===== src/rtl/sha3_scan_pkg.sv =====
// Shared types for the SHA3 scan request/result protocol.
// Result record, dispatcher state encoding and datapath widths.
package sha3_scan_pkg;

    localparam int SCAN_WORD_W  = 64;
    localparam int SCAN_NONCE_W = 32;

    typedef struct packed {
        logic [SCAN_NONCE_W-1:0] nonce;
        logic [SCAN_WORD_W-1:0]  hash_msw;
    } scan_result_t;

    typedef enum logic [1:0] {
        IDLE,
        SEND,
        WAIT,
        DONE
    } dispatch_state_e;

endpackage


===== src/rtl/sha3_result_fifo.sv =====
// Synchronous result FIFO with sticky overflow; head visible combinationally, 1-cycle push-to-valid.
// No backpressure to the writer: a push while full without a pop is dropped and flagged.
module sha3_result_fifo
    import sha3_scan_pkg::*;
#(
    parameter int DEPTH = 4
) (
    input  logic         i_clk,
    input  logic         i_rst_n,
    input  logic         i_push,
    input  scan_result_t i_dat,
    input  logic         i_pop,
    input  logic         i_clr_ovf,
    output logic         o_vld,
    output scan_result_t o_dat,
    output logic         o_overflow
);

    localparam int AW = $clog2(DEPTH);

    scan_result_t r_mem [DEPTH];
    logic [AW:0]  r_wr_ptr;
    logic [AW:0]  r_rd_ptr;
    logic         r_overflow;
    logic         w_empty;
    logic         w_full;
    logic         w_do_pop;
    logic         w_do_push;

    assign w_empty   = (r_wr_ptr == r_rd_ptr);
    assign w_full    = (r_wr_ptr[AW] != r_rd_ptr[AW]) &&
                       (r_wr_ptr[AW-1:0] == r_rd_ptr[AW-1:0]);
    assign w_do_pop  = i_pop && !w_empty;
    // A pop in the same cycle frees the slot, so a full FIFO still takes the push.
    assign w_do_push = i_push && (!w_full || w_do_pop);

    always_ff @(posedge i_clk or negedge i_rst_n) begin
        if (!i_rst_n) begin
            r_wr_ptr   <= '0;
            r_rd_ptr   <= '0;
            r_overflow <= 1'b0;
        end else begin
            if (w_do_push) r_wr_ptr <= r_wr_ptr + 1'b1;
            if (w_do_pop)  r_rd_ptr <= r_rd_ptr + 1'b1;
            if (i_push && !w_do_push) r_overflow <= 1'b1;
            else if (i_clr_ovf)       r_overflow <= 1'b0;
        end
    end

    always_ff @(posedge i_clk) begin
        if (w_do_push) r_mem[r_wr_ptr[AW-1:0]] <= i_dat;
    end

    assign o_vld      = !w_empty;
    assign o_dat      = w_empty ? '0 : r_mem[r_rd_ptr[AW-1:0]];
    assign o_overflow = r_overflow;

endmodule


===== src/rtl/sha3_scan_dispatcher.sv =====
// Walks a nonce range, streaming one templated request per CHUNK; first req 1 cycle after start/chunk_done.
// Request words held stable until req_ready; results buffered in a drop-on-full FIFO.
module sha3_scan_dispatcher
    import sha3_scan_pkg::*;
#(
    parameter int BLOCK_WORDS = 24,
    parameter int NONCE_IDX   = 19,
    parameter int CHUNK       = 256,
    parameter int RES_DEPTH   = 4
) (
    input  logic        i_clk,
    input  logic        i_rst_n,
    input  logic        i_tpl_wr,
    input  logic [4:0]  i_tpl_addr,
    input  logic [63:0] i_tpl_data,
    input  logic        i_start,
    input  logic [31:0] i_nonce_base,
    input  logic [31:0] i_nonce_count,
    input  logic        i_abort,
    output logic        o_busy,
    output logic        o_job_done,
    output logic        o_req_valid,
    output logic [63:0] o_req_data,
    output logic        o_req_last,
    input  logic        i_req_ready,
    input  logic        i_chunk_done,
    input  logic        i_res_valid_in,
    input  logic [31:0] i_res_nonce_in,
    input  logic [63:0] i_res_hash_in,
    output logic        o_res_valid,
    output logic [31:0] o_res_nonce,
    output logic [63:0] o_res_hash,
    input  logic        i_res_pop,
    output logic        o_res_overflow
);

    localparam logic [4:0]  LAST_W  = 5'(BLOCK_WORDS - 1);
    localparam logic [4:0]  NIDX_W  = 5'(NONCE_IDX);
    localparam logic [31:0] CHUNK_N = 32'(CHUNK);

    logic [63:0]     r_tpl [BLOCK_WORDS];
    dispatch_state_e r_state;
    dispatch_state_e w_state_nxt;
    logic [31:0]     r_cur;
    logic [31:0]     r_rem;
    logic [31:0]     w_rem_dec;
    logic [4:0]      r_w;
    logic            r_abort_pend;
    logic            r_zero_done;
    logic            w_start_ok;
    logic            w_hs;
    logic            w_last;
    logic [63:0]     w_word;
    scan_result_t    w_res_in;
    scan_result_t    w_res_head;

    always_ff @(posedge i_clk) begin
        if (i_tpl_wr && (i_tpl_addr < 5'(BLOCK_WORDS))) r_tpl[i_tpl_addr] <= i_tpl_data;
    end

    assign w_start_ok = i_start && (r_state == IDLE);
    assign w_last     = (r_w == LAST_W);
    assign w_hs       = (r_state == SEND) && i_req_ready;
    assign w_rem_dec  = (r_rem <= CHUNK_N) ? '0 : r_rem - CHUNK_N;
    assign w_word     = (r_w == NIDX_W) ? {r_tpl[r_w][63:32], r_cur} : r_tpl[r_w];

    always_ff @(posedge i_clk or negedge i_rst_n) begin
        if (!i_rst_n) r_state <= IDLE;
        else          r_state <= w_state_nxt;
    end

    always_comb begin
        w_state_nxt = r_state;
        o_busy      = 1'b0;
        o_job_done  = r_zero_done;
        o_req_valid = 1'b0;
        o_req_data  = '0;
        o_req_last  = 1'b0;
        case (r_state)
            IDLE: begin
                if (w_start_ok && (i_nonce_count != '0)) w_state_nxt = SEND;
            end
            SEND: begin
                o_busy      = 1'b1;
                o_req_valid = 1'b1;
                o_req_data  = w_word;
                o_req_last  = w_last;
                if (w_hs && w_last) w_state_nxt = WAIT;
            end
            WAIT: begin
                o_busy = 1'b1;
                if (i_chunk_done) w_state_nxt = ((w_rem_dec == '0) || r_abort_pend) ? DONE : SEND;
            end
            DONE: begin
                o_job_done  = 1'b1;
                w_state_nxt = IDLE;
            end
            default: w_state_nxt = IDLE;
        endcase
    end

    always_ff @(posedge i_clk or negedge i_rst_n) begin
        if (!i_rst_n) begin
            r_cur        <= '0;
            r_rem        <= '0;
            r_w          <= '0;
            r_abort_pend <= 1'b0;
            r_zero_done  <= 1'b0;
        end else begin
            // An empty job still owes the host a completion pulse.
            r_zero_done <= w_start_ok && (i_nonce_count == '0);
            if (r_state == DONE)                    r_abort_pend <= 1'b0;
            else if (i_abort && (r_state != IDLE))  r_abort_pend <= 1'b1;
            case (r_state)
                IDLE: if (w_start_ok) begin
                    r_cur <= i_nonce_base;
                    r_rem <= i_nonce_count;
                    r_w   <= '0;
                end
                SEND: if (w_hs && !w_last) r_w <= r_w + 5'd1;
                WAIT: if (i_chunk_done) begin
                    r_cur <= r_cur + CHUNK_N;
                    r_rem <= w_rem_dec;
                    r_w   <= '0;
                end
                default: ;
            endcase
        end
    end

    assign w_res_in.nonce    = i_res_nonce_in;
    assign w_res_in.hash_msw = i_res_hash_in;

    sha3_result_fifo #(
        .DEPTH (RES_DEPTH)
    ) u_res_fifo (
        .i_clk      (i_clk),
        .i_rst_n    (i_rst_n),
        .i_push     (i_res_valid_in),
        .i_dat      (w_res_in),
        .i_pop      (i_res_pop),
        .i_clr_ovf  (w_start_ok),
        .o_vld      (o_res_valid),
        .o_dat      (w_res_head),
        .o_overflow (o_res_overflow)
    );

    assign o_res_nonce = w_res_head.nonce;
    assign o_res_hash  = w_res_head.hash_msw;

endmodule


===== config.mk =====
export PLATFORM = sky130hd
export DESIGN_NAME = sha3_scan_dispatcher
export DESIGN_NICKNAME = d
export VERILOG_FILES = /design/src/rtl/sha3_scan_pkg.sv /design/src/rtl/sha3_result_fifo.sv /design/src/rtl/sha3_scan_dispatcher.sv
export SDC_FILE = /design/constraint.sdc
export NUM_CORES = 2
export LEC_CHECK = 0
export ABC_AREA = 1
export ABC_CLOCK_PERIOD_IN_PS = 5110
export BUFFER_PORTS_ARGS = -buffer_cell sky130_fd_sc_hd__buf_2
export CAP_MARGIN = 10
export CORE_MARGIN = 2
export CORE_UTILIZATION = 40
export DETAILED_ROUTE_END_ITERATION = 8
export HOLD_SLACK_MARGIN = 0.03
export SLEW_MARGIN = 30
export SYNTH_ARGS = -nofsm -noshare
export SYNTH_HDL_FRONTEND = slang
export SYNTH_HIERARCHICAL = 1
export SYNTH_SLANG_ARGS = --single-unit

===== constraint.sdc =====
create_clock -name i_clk -period 5.11 [get_ports i_clk]
set_input_delay 1.022 -clock i_clk [delete_from_list [all_inputs] [get_ports i_clk]]
set_output_delay 1.022 -clock i_clk [all_outputs]
set_load 0.1 [all_outputs]

==> impl_metrics.sql <==
INSERT INTO impl_metrics (metric_group, metric, value, unit) VALUES
('worst_setup_path', 'endpoint_kind', 'primary output', ''),
('logic_synthesis', 'post_synth_most_frequent_cells', 'edfxtp_1 (1920), nor2_1 (943), o21ai_0 (919)', ''),
('clock_tree', 'cts.htree.levels', '4', ''),
('clock_tree', 'cts-hold-fix-buffers', '0', ''),
('route', 'dr_total_vias', '52916', ''),
('route', 'wl_per_cell', '24.39', 'um'),
('placement', 'dp.cells', '8985', ''),
('logic_synthesis', 'synth_area_per_cell', '12.82', 'um^2'),
('global_routing', 'global_route_wire_length_before_repair', '335700', 'um'),
('logic_synthesis', 'post_synth_num_cell_types', '47', ''),
('route', 'ant_nets', '0', ''),
('placement', 'place_area', '85960', 'um^2'),
('final_layout', 'syn2layout_area_growth', '16.10', '%'),
('global_routing', 'global_route.overflow_total', '0', ''),
('logic_synthesis', 'synth_simple_gate_area_share', '9.887', '%'),
('power', 'swShare', '41.10', '%'),
('final_layout', 'drive_above_1_share', '14.77', '%'),
('worst_setup_path', 'required', '4.09', 'ns'),
('clock_tree', 'tritoncts', 'built', ''),
('logic_synthesis', 'async_flop_share', '4.000', '%'),
('final_layout', 'final.fill_count', '17482', ''),
('sta', 'period_share', '98.82', '%'),
('sta', 'timing.final.crit_period', '5.050', 'ns'),
('power', 'lkg_pwr', '31.48', 'nW'),
('sta', 'slew_at_the_pin_closest_to_its_max_slew_limit', '1.104', 'ns'),
('logic_synthesis', 'ys_ff_latch', '2000', ''),
('sta', 'max-slew-margin-rel', '26.38', '%'),
('logic_synthesis', 'synth-main-ff-cell', 'edfxtp_1', ''),
('floorplan', 'die-height', '449.9', 'um'),
('logic_synthesis', 'postSynthCellCount', '6205', ''),
('logic_synthesis', 'synth_top_cell_area_share', '72.50', '%'),
('floorplan', 'die_w', '449.9', 'um'),
('logic_synthesis', 'synthesized_netlist_net_count', '6457', ''),
('clock_tree', 'clockBufferDepth', '3', ''),
('power', 'share_comb_of_total_power', '36.3', '%'),
('route', 'drtIter0Drc', '5667', ''),
('floorplan', 'std_cell_rows', '163', ''),
('global_routing', 'groute.usage.overall', '21.97', '%'),
('route', 'route.final.wire_length', '228300', 'um'),
('clock_tree', 'clk_transition_reported_paths', '0.06', 'ns'),
('logic_synthesis', 'synth_seq_area_share', '75.02', '%'),
('sta', 'fin_skew', '0.01718', 'ns'),
('power', 'pwr-share-seq', '37.0', '%'),
('worst_setup_path', 'crit-reg2reg-launch', 'r_w[2]', ''),
('logic_synthesis', 'synth_top_family_by_area', 'compound AO/OA/AOI/OAI gates', ''),
('floorplan', 'floorplan.core_area', '197400', 'um^2'),
('worst_setup_path', 'cp_max_fo', '171', ''),
('global_routing', 'first_global_vias', '50512', ''),
('logic_synthesis', 'synth_most_common_cell', 'edfxtp_1', ''),
('logic_synthesis', 'compound_cell_area_share_of_the_yosys_netlist', '11.58', '%'),
('worst_setup_path', 'reg2reg_depth', '13', ''),
('clock_tree', 'cts_root_buffer', 'clkbuf_16', ''),
('floorplan', 'ioPinCount', '404', ''),
('route', 'viasPerCell', '5.653', ''),
('floorplan', 'die_area', '202400', 'um^2'),
('logic_synthesis', 'synth_edf_count', '1920', ''),
('sta', 'rsz0062_at_grt', 'true', ''),
('worst_setup_path', 'worstSetupEndpoint', 'o_req_data[4]', ''),
('power', 'netSwitchingPower', '0.02180', 'W'),
('worst_setup_path', 'worst-r2r-setup-slack', '1.25', 'ns'),
('logic_synthesis', 'synth-warning-count', '6', ''),
('sta', 'max_slew_violations', '0', ''),
('worst_setup_path', 'timing.setup.critical_path_class', 'reg2out', ''),
('route', 'detail_route.drc_violations', '0', ''),
('logic_synthesis', 'synth_fa_ha_area_share', '0.2203', '%'),
('logic_synthesis', 'largest_cells_by_area_after_synthesis', 'edfxtp_1 (73%), o21ai_0 (5.8%), nor2_1 (4.5%)', ''),
('global_routing', 'grt_antenna_before_repair', '35', ''),
('final_layout', 'finish.cell_count_without_fillers', '9361', ''),
('power', 'internal_power', '0.03124', 'W'),
('run_status', 'status', 'completed', ''),
('power', 'power.ir.vdd_worst', '1.052', 'mV');
[worst max-delay path, stage by stage (launching register included)]
cell	delay, ns
dfrtp_4	0.62
buf_12	0.26
o21ai_0	0.36
o22ai_1	0.13
nand3_1	0.08
nand4_1	0.13
a21oi_1	0.77
a21oi_1	0.17
buf_2	0.35
[power groups by stage]
stage / Clock (W) / Combinational (W) / Sequential [W]
2_1_floorplan: 0 / 0.0143 / 0.0198
3_3_place_gp: 0 / 0.0191 / 0.0199
3_5_place_dp: 0 / 0.0193 / 0.0199
4_1_cts: 0.0144 / 0.0193 / 0.0196
5_1_grt: 0.0151 / 0.0205 / 0.0197
6_report: 0.0142 / 0.0192 / 0.0196
[area by class of cell]
class | instances | area (um^2) | area share (%)
inverter | 189 | 744.5 | 0.8064
multi-input combinational | 3596 | 17650 | 19.11
tap | 2640 | 3303 | 3.578
timing repair buffer | 560 | 4601 | 4.983
sequential | 2000 | 59680 | 64.64
antenna | 11 | 27.53 | 0.02981
clock buffer | 257 | 5384 | 5.831
clock inverter | 108 | 937.1 | 1.015
[sequential cells by signal, summed over array words and instances (netlist names)]
signal,count
r_tpl,1536
u_res_fifo/r_mem,384
r_state,2
r_abort_pend,1
u_res_fifo/o_overflow,1
u_res_fifo/r_wr_ptr,3
r_cur,32
u_res_fifo/r_rd_ptr,3
r_w,5
r_rem,32
r_zero_done,1
[cells in the final DEF, fill, tap and decap left out, drive strengths merged]
cell and n:
o22ai 407, o211ai 24, or2 4, and2 1, a31oi 12, o31ai 1
and3 1, diode 11, ha 14, edfxtp 1920, o311ai 1, a21oi 148
o21ai 921, inv 196, a21boi 1, clkbuf 258, xor2 15, o221ai 106
nand3b 4, o41ai 2, nand2 669, a21o 1, clkinvlp 4, buf 559
clkinv 85, dfrtp 80, a22oi 9, nor2 949, nor3b 2, bufinv 12
nand4 79, xnor2 2, nor4 8, a221o 1, nand3 207, nor3 7
[logic make-up after synthesis]
group           after synthesis
simple gates               1931
xor+xnor                     17
compound gates             1634
fa+ha+maj                    14
flops                      2000
buf+inv                     609
[what timing repair did]
| action | CTS | global route |
|---|---|---|
| endpoints found under the setup margin | 2 | 4 |
| hold endpoints to repair | 0 | 0 |
| gates resized for setup | 2 | 1 |
[metal layers]
layer | track usage [%] | vias up | routed length, um
li1 | - | 23646 | -
met1 | 29.71 | 26733 | 93440
met2 | 35.24 | 2094 | 108900
met3 | 4.266 | 409 | 17540
met4 | 8.117 | 34 | 8174
met5 | 0 | - | 219
[how the worst min path moves through the flow]
stage                  start           end  slack (ns)
global placement    r_cur[1]      r_cur[1]        0.49
CTS                  i_rst_n  r_abort_pend        0.12
detailed placement  r_cur[0]      r_cur[0]        0.49
floorplan           r_cur[0]      r_cur[0]        0.47
finish               i_rst_n  r_abort_pend        0.18
global route         i_rst_n  r_abort_pend        0.16
[through the flow]
step	hold slack, ns	TNS [ns]	worst slack, ns	util [%]	power, W
2_1_floorplan	0.4661	-292.03	-0.7605	-	0.03409
3_3_place_gp	0.4875	0	0.6949	43.54	0.03904
3_5_place_dp	0.4886	0	0.7421	43.54	0.03917
4_1_cts	0.1245	0	0.06012	46.75	0.05333
5_1_grt	0.1621	-0.05062	-0.03157	46.76	0.05527
6_report	0.1766	0	0.06022	46.77	0.05304
Note: power is estimated with default switching activity, not from simulation.
